==> src/rtl/led_pkg.sv <==
// Shared definitions for the LED pulse stretcher: channel FSM encodings and
// the down-counter width helper.
package led_pkg;

    typedef logic [1:0] led_state_t;

    localparam led_state_t StIdle = 2'd0;
    localparam led_state_t StOn   = 2'd1;
    localparam led_state_t StGap  = 2'd2;

    // Wide enough to hold the larger of the two reload values without wrapping.
    function automatic int unsigned cnt_width(input int unsigned on_cycles,
                                              input int unsigned gap_cycles);
        int unsigned max_cycles;
        max_cycles = (on_cycles > gap_cycles) ? on_cycles : gap_cycles;
        return $clog2(max_cycles + 1);
    endfunction

endpackage

==> src/rtl/led_stretch_channel.sv <==
// One LED channel: stretches a single-cycle event into a fixed on-time,
// followed by a forced off-gap during which new events are remembered.
module led_stretch_channel
    import led_pkg::*;
#(
    parameter int unsigned ON_CYCLES  = 2500000,
    parameter int unsigned GAP_CYCLES = 1250000,
    parameter int unsigned RETRIGGER  = 1
) (
    input  logic clock,
    input  logic reset,
    input  logic event_i,
    output logic led_o,
    output logic busy_o
);

    localparam int unsigned     CntW    = cnt_width(ON_CYCLES, GAP_CYCLES);
    localparam logic [CntW-1:0] OnLoad  = CntW'(ON_CYCLES - 1);
    localparam logic [CntW-1:0] GapLoad = (GAP_CYCLES > 0) ? CntW'(GAP_CYCLES - 1) : '0;
    localparam logic [CntW-1:0] CntOne  = CntW'(1);

    led_state_t      state_q, state_d;
    logic [CntW-1:0] cnt_q, cnt_d;
    logic            pend_q, pend_d;
    logic            led_q, led_d;
    logic            busy_q, busy_d;

    always_comb begin
        state_d = state_q;
        cnt_d   = cnt_q;
        pend_d  = pend_q;
        case (state_q)
            StIdle: begin
                if (event_i) begin
                    state_d = StOn;
                    cnt_d   = OnLoad;
                    pend_d  = 1'b0;
                end
            end
            StOn: begin
                if ((RETRIGGER != 0) && event_i) begin
                    cnt_d = OnLoad;
                end else if (cnt_q == '0) begin
                    if (GAP_CYCLES > 0) begin
                        state_d = StGap;
                        cnt_d   = GapLoad;
                    end else begin
                        state_d = StIdle;
                    end
                end else begin
                    cnt_d = cnt_q - CntOne;
                end
            end
            StGap: begin
                if (event_i) begin
                    pend_d = 1'b1;
                end
                if (cnt_q == '0) begin
                    // Events seen anywhere in the gap collapse into one relight.
                    if (pend_q || event_i) begin
                        state_d = StOn;
                        cnt_d   = OnLoad;
                    end else begin
                        state_d = StIdle;
                    end
                    pend_d = 1'b0;
                end else begin
                    cnt_d = cnt_q - CntOne;
                end
            end
            default: begin
                state_d = StIdle;
                cnt_d   = '0;
                pend_d  = 1'b0;
            end
        endcase
    end

    // Outputs decoded from the next state so they are flops aligned with state_q.
    always_comb begin
        led_d  = (state_d == StOn);
        busy_d = (state_d != StIdle);
    end

    always_ff @(posedge clock) begin
        if (reset) begin
            state_q <= StIdle;
            cnt_q   <= '0;
            pend_q  <= 1'b0;
            led_q   <= 1'b0;
            busy_q  <= 1'b0;
        end else begin
            state_q <= state_d;
            cnt_q   <= cnt_d;
            pend_q  <= pend_d;
            led_q   <= led_d;
            busy_q  <= busy_d;
        end
    end

    assign led_o  = led_q;
    assign busy_o = busy_q;

endmodule

==> src/rtl/led_pulse_stretcher.sv <==
// Multi-channel LED pulse stretcher: NUM_CH independent stretch channels
// sharing one clock and synchronous reset.
module led_pulse_stretcher
    import led_pkg::*;
#(
    parameter int unsigned NUM_CH     = 8,
    parameter int unsigned ON_CYCLES  = 2500000,
    parameter int unsigned GAP_CYCLES = 1250000,
    parameter int unsigned RETRIGGER  = 1
) (
    input  logic              clock,
    input  logic              reset,
    input  logic [NUM_CH-1:0] Event,
    output logic [NUM_CH-1:0] Led,
    output logic [NUM_CH-1:0] Busy
);

    for (genvar i = 0; i < NUM_CH; i++) begin : g_ch
        led_stretch_channel #(
            .ON_CYCLES (ON_CYCLES),
            .GAP_CYCLES(GAP_CYCLES),
            .RETRIGGER (RETRIGGER)
        ) u_ch (
            .clock  (clock),
            .reset  (reset),
            .event_i(Event[i]),
            .led_o  (Led[i]),
            .busy_o (Busy[i])
        );
    end

endmodule

==> config.mk <==
export PLATFORM = sky130hd
export DESIGN_NAME = led_pulse_stretcher
export DESIGN_NICKNAME = d
export VERILOG_FILES = /design/src/rtl/led_pkg.sv /design/src/rtl/led_stretch_channel.sv /design/src/rtl/led_pulse_stretcher.sv
export SDC_FILE = /design/constraint.sdc
export NUM_CORES = 1
export LEC_CHECK = 0
export ABC_AREA = 1
export BUFFER_PORTS_ARGS = -buffer_cell sky130_fd_sc_hd__buf_2
export CORE_MARGIN = 4
export CORE_UTILIZATION = 40
export CTS_CLUSTER_DIAMETER = 120
export DETAILED_ROUTE_END_ITERATION = 8
export GPL_TIMING_DRIVEN = 1
export PLACE_DENSITY = 0.52
export SLEW_MARGIN = 20
export SYNTH_ARGS = -nofsm -noshare
export SYNTH_HDL_FRONTEND = slang
export SYNTH_SLANG_ARGS = --single-unit
==> constraint.sdc <==
create_clock -name clock -period 4.3 [get_ports clock]
set_input_delay 0 -clock clock [delete_from_list [all_inputs] [get_ports clock]]
set_output_delay 0 -clock clock [all_outputs]
set_load 0.01 [all_outputs]
**Word level (Yosys, flattened, before mapping)**

Cells that the tools add are included.

- Register bits: 216
- Word-level logic and storage cells: 280
- Output and inout bits: 16

- Muxes and demuxes: 128
- Bitwise logic cells: 8
- Add/sub/neg operators: 8
- Reduce and logical (&&, ||, !) cells: 48
- Equality and inequality tests: 48

Operators with widths:

| cell | count |
|---|---|
| 2-to-1 mux 22 bit | 40 |
| case mux 22 bit (3 select lines) | 8 |
| logical NOT 22 bit | 8 |
| subtractor 22 x 1 -> 22 bit, second input constant | 8 |
| 2-to-1 mux 2 bit | 32 |
| case mux 2 bit (3 select lines) | 8 |
| equality test 2 x 1 -> 1 bit, second input constant | 16 |
| 2-to-1 mux 1 bit | 32 |
| inequality test 3 x 2 -> 1 bit, second input constant | 8 |
| inequality test 3 bit, second input constant | 8 |
| case mux 1 bit (3 select lines) | 8 |
| AND reduction 3 bit | 8 |
| equality test 2 bit, second input constant | 8 |
| logical NOT 2 bit | 8 |
| inequality test 2 bit, second input constant | 8 |
| AND reduction 2 bit | 8 |
| nonzero test 2 bit | 8 |
| logical OR 1 bit | 8 |
| NOT 1 bit | 8 |

**Depth between registers and ports, before layout**

- Word-level depth: 5
- Mapped depth: 13

**By module**

A second synthesis with hierarchy kept.

- Cells, all modules: 2394
- Area total of the unflattened synthesis: 15049.4 um^2

By module, submodules not included:

| module | times used | area an instance (um^2) | sequential area each (um^2) | cells an instance |
|---|---|---|---|---|
| led_stretch_channel (g_ch[0].u_ch ...) | 7 | 1880.6 | 540.5 | 299 |
| led_stretch_channel (g_ch[7].u_ch) | 1 | 1885.6 | 540.5 | 301 |

**Least setup slack after synthesis**

Ideal clock, no wire load.

- Path kind: reg2reg
- Start point: register g_ch[7].u_ch.cnt_q[0]
- End point: register g_ch[7].u_ch.cnt_q[14]
- Buffers on the path: 0
- Cell stages (with the launch flop): 12
- Slack: 2.692 ns
- Arrival: 1.489 ns
- Data required time: 4.181 ns
- Cells stage by stage: dfxtp_1 > inv_1 > ha_1 > nand3_1 > nor2_2 > nand2_1 > nor2_2 > nand2_1 > inv_1 > nand3_1 > xor2_1 > nor2_1

- Word-level cells in the longest chain between the ends: 4
- Elaborated cells between the ends (all ways): 8
- Those cells by class: 1 x add/sub; 1 x eq/ne; 4 x mux; 2 x reduce/logical

Ends and longest elaborated chain:

| what | line | text |
|---|---|---|
| start, declared | led_stretch_channel.sv:23 | `logic [CntW-1:0] cnt_q, cnt_d;` |
| start signal, assigned | led_stretch_channel.sv:94 | `cnt_q <= cnt_d;` |
| subtractor 22 x 1 -> 22 bit or logical NOT 22 bit (tied branches) | n/a |  |
| 2-to-1 mux 22 bit | led_stretch_channel.sv:43 | `end else if (cnt_q == '0) begin` |
| 2-to-1 mux 22 bit | led_stretch_channel.sv:41 | `if ((RETRIGGER != 0) && event_i) begin` |
| case mux 22 bit (3 select lines) | led_stretch_channel.sv:32 | `case (state_q)` |

Parallel ways exist; a longest one is shown, timed or not.
A chain may end at the register's enable or synchronous reset.

**Final worst setup path**

- Start point: register g_ch[5].u_ch.cnt_q[8]
- End point: register g_ch[5].u_ch.cnt_q[15]

- Word-level cells in the longest chain between the ends: 4
- Elaborated cells between the ends (all ways): 8
- Those cells by class: 1 x add/sub; 1 x eq/ne; 4 x mux; 2 x reduce/logical

Ends and longest elaborated chain:

| what | line |
|---|---|
| start, declared | led_stretch_channel.sv:23 |
| start signal, assigned | led_stretch_channel.sv:94 |
| subtractor 22 x 1 -> 22 bit or logical NOT 22 bit (tied branches) | n/a |
| 2-to-1 mux 22 bit | led_stretch_channel.sv:43 |
| 2-to-1 mux 22 bit | led_stretch_channel.sv:41 |
| case mux 22 bit (3 select lines) | led_stretch_channel.sv:32 |

Parallel ways exist; a longest one is shown, timed or not.

==> results.py <==
metrics = {
    "finish": {
        "antenna_cells_inserted": 0,
        "area.growth.synth_to_final_pct": 9.373,
        "drive_gt1_share_pct": 6.798,
        "layout_commonest_cell": "nand2_1",
        "layout_common_cells": "nand2_1 (563), nor2_1 (333), inv_1 (220)",
        "fin_nets": 2145,
    },
    "sta": {
        "drv_slew": 0,
        "setup_viol": 0,
        "hold_viol": 0,
        "tns_ns": 0,
        "clock-skew-final_ns": 0.02294,
        "holdWs_ns": 0.3652,
        "period_share_pct": 52.21,
        "fin_crit_ns": 2.245,
        "fmax_mhz": 445.4,
        "tightest_slew_ns": 0.9435,
        "rsz0062_at_grt": "false",
        "maxSlewHeadroom_pct": 36.43,
    },
    "logic_synthesis": {
        "ys_seq_elements": 216,
        "yosys_most_used_dff": "dfxtp_1",
        "ys_warn_count": 0,
        "netlist_area_sq_um": 13360,
        "synthCells": 2102,
        "syn_avg_cell_area_sq_um": 6.357,
        "synthDistinctLibCells": 56,
        "synth_edf_count": 0,
        "async_flop_share_pct": 0,
        "syn_nets": 2128,
        "synth-seq-area-share_pct": 32.36,
    },
    "routing": {
        "drc_errors": 0,
        "ant_nets": 0,
        "drt-total-wl_mm": 35.41,
        "dr.first_iter.drc_count": 937,
        "firstDrtPassIters": 5,
        "via_per_inst": 5.045,
        "wl_per_cell_microns": 13.75,
        "vias": 12990,
    },
    "clocking": {
        "cts_buffer_depth": 3,
        "clk_latency_ns": 0.54,
        "htree_levels": 1,
        "cts_tree": "yes",
        "path_clk_slew_ns": 0.06,
        "cts_root_buf": "clkbuf_16",
        "tritoncts.num_buffers": 26,
        "cts.sinks": 216,
        "cts_resized": 0,
    },
    "global_route": {
        "grt_pass1_wl_mm": 60.48,
        "grt_max_degree": 68,
        "antenna_found_initial": 0,
        "grt-ovfl-total": 0,
        "grt_pass1_vias": 12315,
        "grt_usage_pct": 19.40,
    },
    "worst_setup_path": {
        "r2r_start": "g_ch[5].u_ch.cnt_q[8]",
        "ff2ff_path_depth": 7,
        "crit_start": "g_ch[5].u_ch.cnt_q[8]",
        "start_kind": "register",
        "arrival_ns": 2.70,
        "worst_setup_path_end_kind": "register",
        "path_class": "register to register",
        "required_ns": 4.76,
        "worstPathMaxFanout": 22,
    },
    "placement": {
        "finalWeightedCongestion": 0.8886,
        "detailed_place_hpwl_mm": 26.06,
        "io_buffers": 25,
    },
    "worst_hold_path": {
        "min_from": "Event[3]",
        "min_path_cells": 4,
        "hold_class": "input pin to register",
    },
    "outcome": {
        "outcome": "complete, no violations",
    },
    "pwr": {
        "p_leak_uw": 0.006747,
        "irDropWorstVdd_uv": 296.7,
        "p_per_area_nw_per_um2": 369.1,
    },
    "die": {
        "die_w_microns": 190.8,
        "pin_count": 26,
        "start_util_pct": 40.76,
        "die_h_microns": 190.8,
        "die-area_sq_um": 36400,
        "coreArea_sq_um": 32780,
        "row_count": 66,
    },
    "flow_run": {
        "maxCapViolations": 0,
    },
}
==> kinds of logic (layout without fill, tap and decap cells) <==
kind of cell | count (synthesis) | count (layout) | share of synthesized area [%]
fa+ha+maj | 16 | 16 | 1.498
simple gates | 1218 | 1218 | 39.78
buf+inv | 278 | 309 | 8.801
xor+xnor | 97 | 97 | 6.358
compound gates | 277 | 277 | 11.21
flops | 216 | 216 | 32.36
==> routing by layer <==
| metal | part of all wire (%) | vias to the layer above | routed length (microns) | global-route usage, % |
|---|---|---|---|---|
| met2 | 44 | 244 | 15670 | 31.52 |
| met4 | 2.3 | 0 | 818 | 4.945 |
| li1 | - | 6804 | - | - |
| met1 | 50 | 5882 | 17560 | 27.55 |
| met5 | 0 | - | 0 | 0 |
| met3 | 3.8 | 60 | 1350 | 2.179 |
==> timing repair <==
action                     CTS  global route
setup endpoints to repair    0             0
hold endpoints to repair    63             0
buffers inserted             0             0
hold buffers                 9             0
==> through the flow <==
stage | area, sq um | util (%) | cells | total power (uW) | setup slack, ns
2_1_floorplan | 13360 | - | 2102 | 3150 | 2.692
3_3_place_gp | 13760 | 41.97 | 2524 | 3392 | 2.134
3_5_place_dp | 13760 | 41.97 | 2524 | 3397 | 2.065
4_1_cts | 14620 | 44.58 | 2575 | 5475 | 2.048
5_1_grt | 14620 | 44.58 | 2575 | 5726 | 1.793
6_report | 14620 | 44.58 | 2575 | 5394 | 2.055
==> layout make-up <==
type	instances	area, sq um
fillers	3529	18170
multi-input cells	1608	7863
flip-flops and latches	216	4324
inverters	231	875.8
clock buffers	38	747.0
well taps	442	553.0
repair buffers	36	232.7
clock inverters	4	20.02
==> critical path, cell delays in order (launching register included) <==
cell     delay, ns
dfxtp_1       0.34
nor2_1        0.21
nand2_1       0.15
nor2_4        0.17
nand4_1       0.18
nand2_1       0.61
o21ai_0       0.28
nor3b_1       0.23
==> where the power goes <==
group / switching, uW / internal, uW
logic: 740 / 364
registers: 127 / 2140
clock network: 842 / 1190
==> flip-flops by register name, summed over array words and instances (netlist names) <==
register and count:
g_ch.u_ch.cnt_q 176, g_ch.u_ch.state_q 16, g_ch.u_ch.busy_o 8, g_ch.u_ch.led_o 8, g_ch.u_ch.pend_q 8
==> cells in the mapped netlist, types with 6 or more instances <==
master / count / area share (%)
a21oi_1: 104 / 3.9
a31oi_1: 7 / 0.33
buf_2: 6 / 0.22
buf_4: 21 / 1.2
clkbuf_1: 14 / 0.39
dfxtp_1: 216 / 32
ha_1: 16 / 1.5
inv_1: 221 / 6.2
inv_2: 6 / 0.17
nand2_1: 563 / 16
nand2_2: 6 / 0.28
nand3_1: 159 / 6.0
nand3b_1: 6 / 0.34
nand4_1: 40 / 1.9
nor2_1: 333 / 9.4
nor2_2: 26 / 1.2
nor2_4: 6 / 0.51
nor3_1: 36 / 1.3
nor3_2: 7 / 0.52
nor4_1: 6 / 0.28
o21ai_0: 112 / 4.2
o21ai_1: 17 / 0.64
o22ai_1: 7 / 0.33
or2_2: 7 / 0.33
xnor2_1: 19 / 1.2
xor2_1: 78 / 5.1
==> final timing paths <==
kind / end / slack, ns
min reg2reg: g_ch[6].u_ch.cnt_q[0] / 0.47
min: g_ch[3].u_ch.state_q[0] / 0.37
max reg2reg: g_ch[5].u_ch.cnt_q[15] / 2.05
max: g_ch[5].u_ch.cnt_q[15] / 2.05
(Power assumes the default switching activity.)
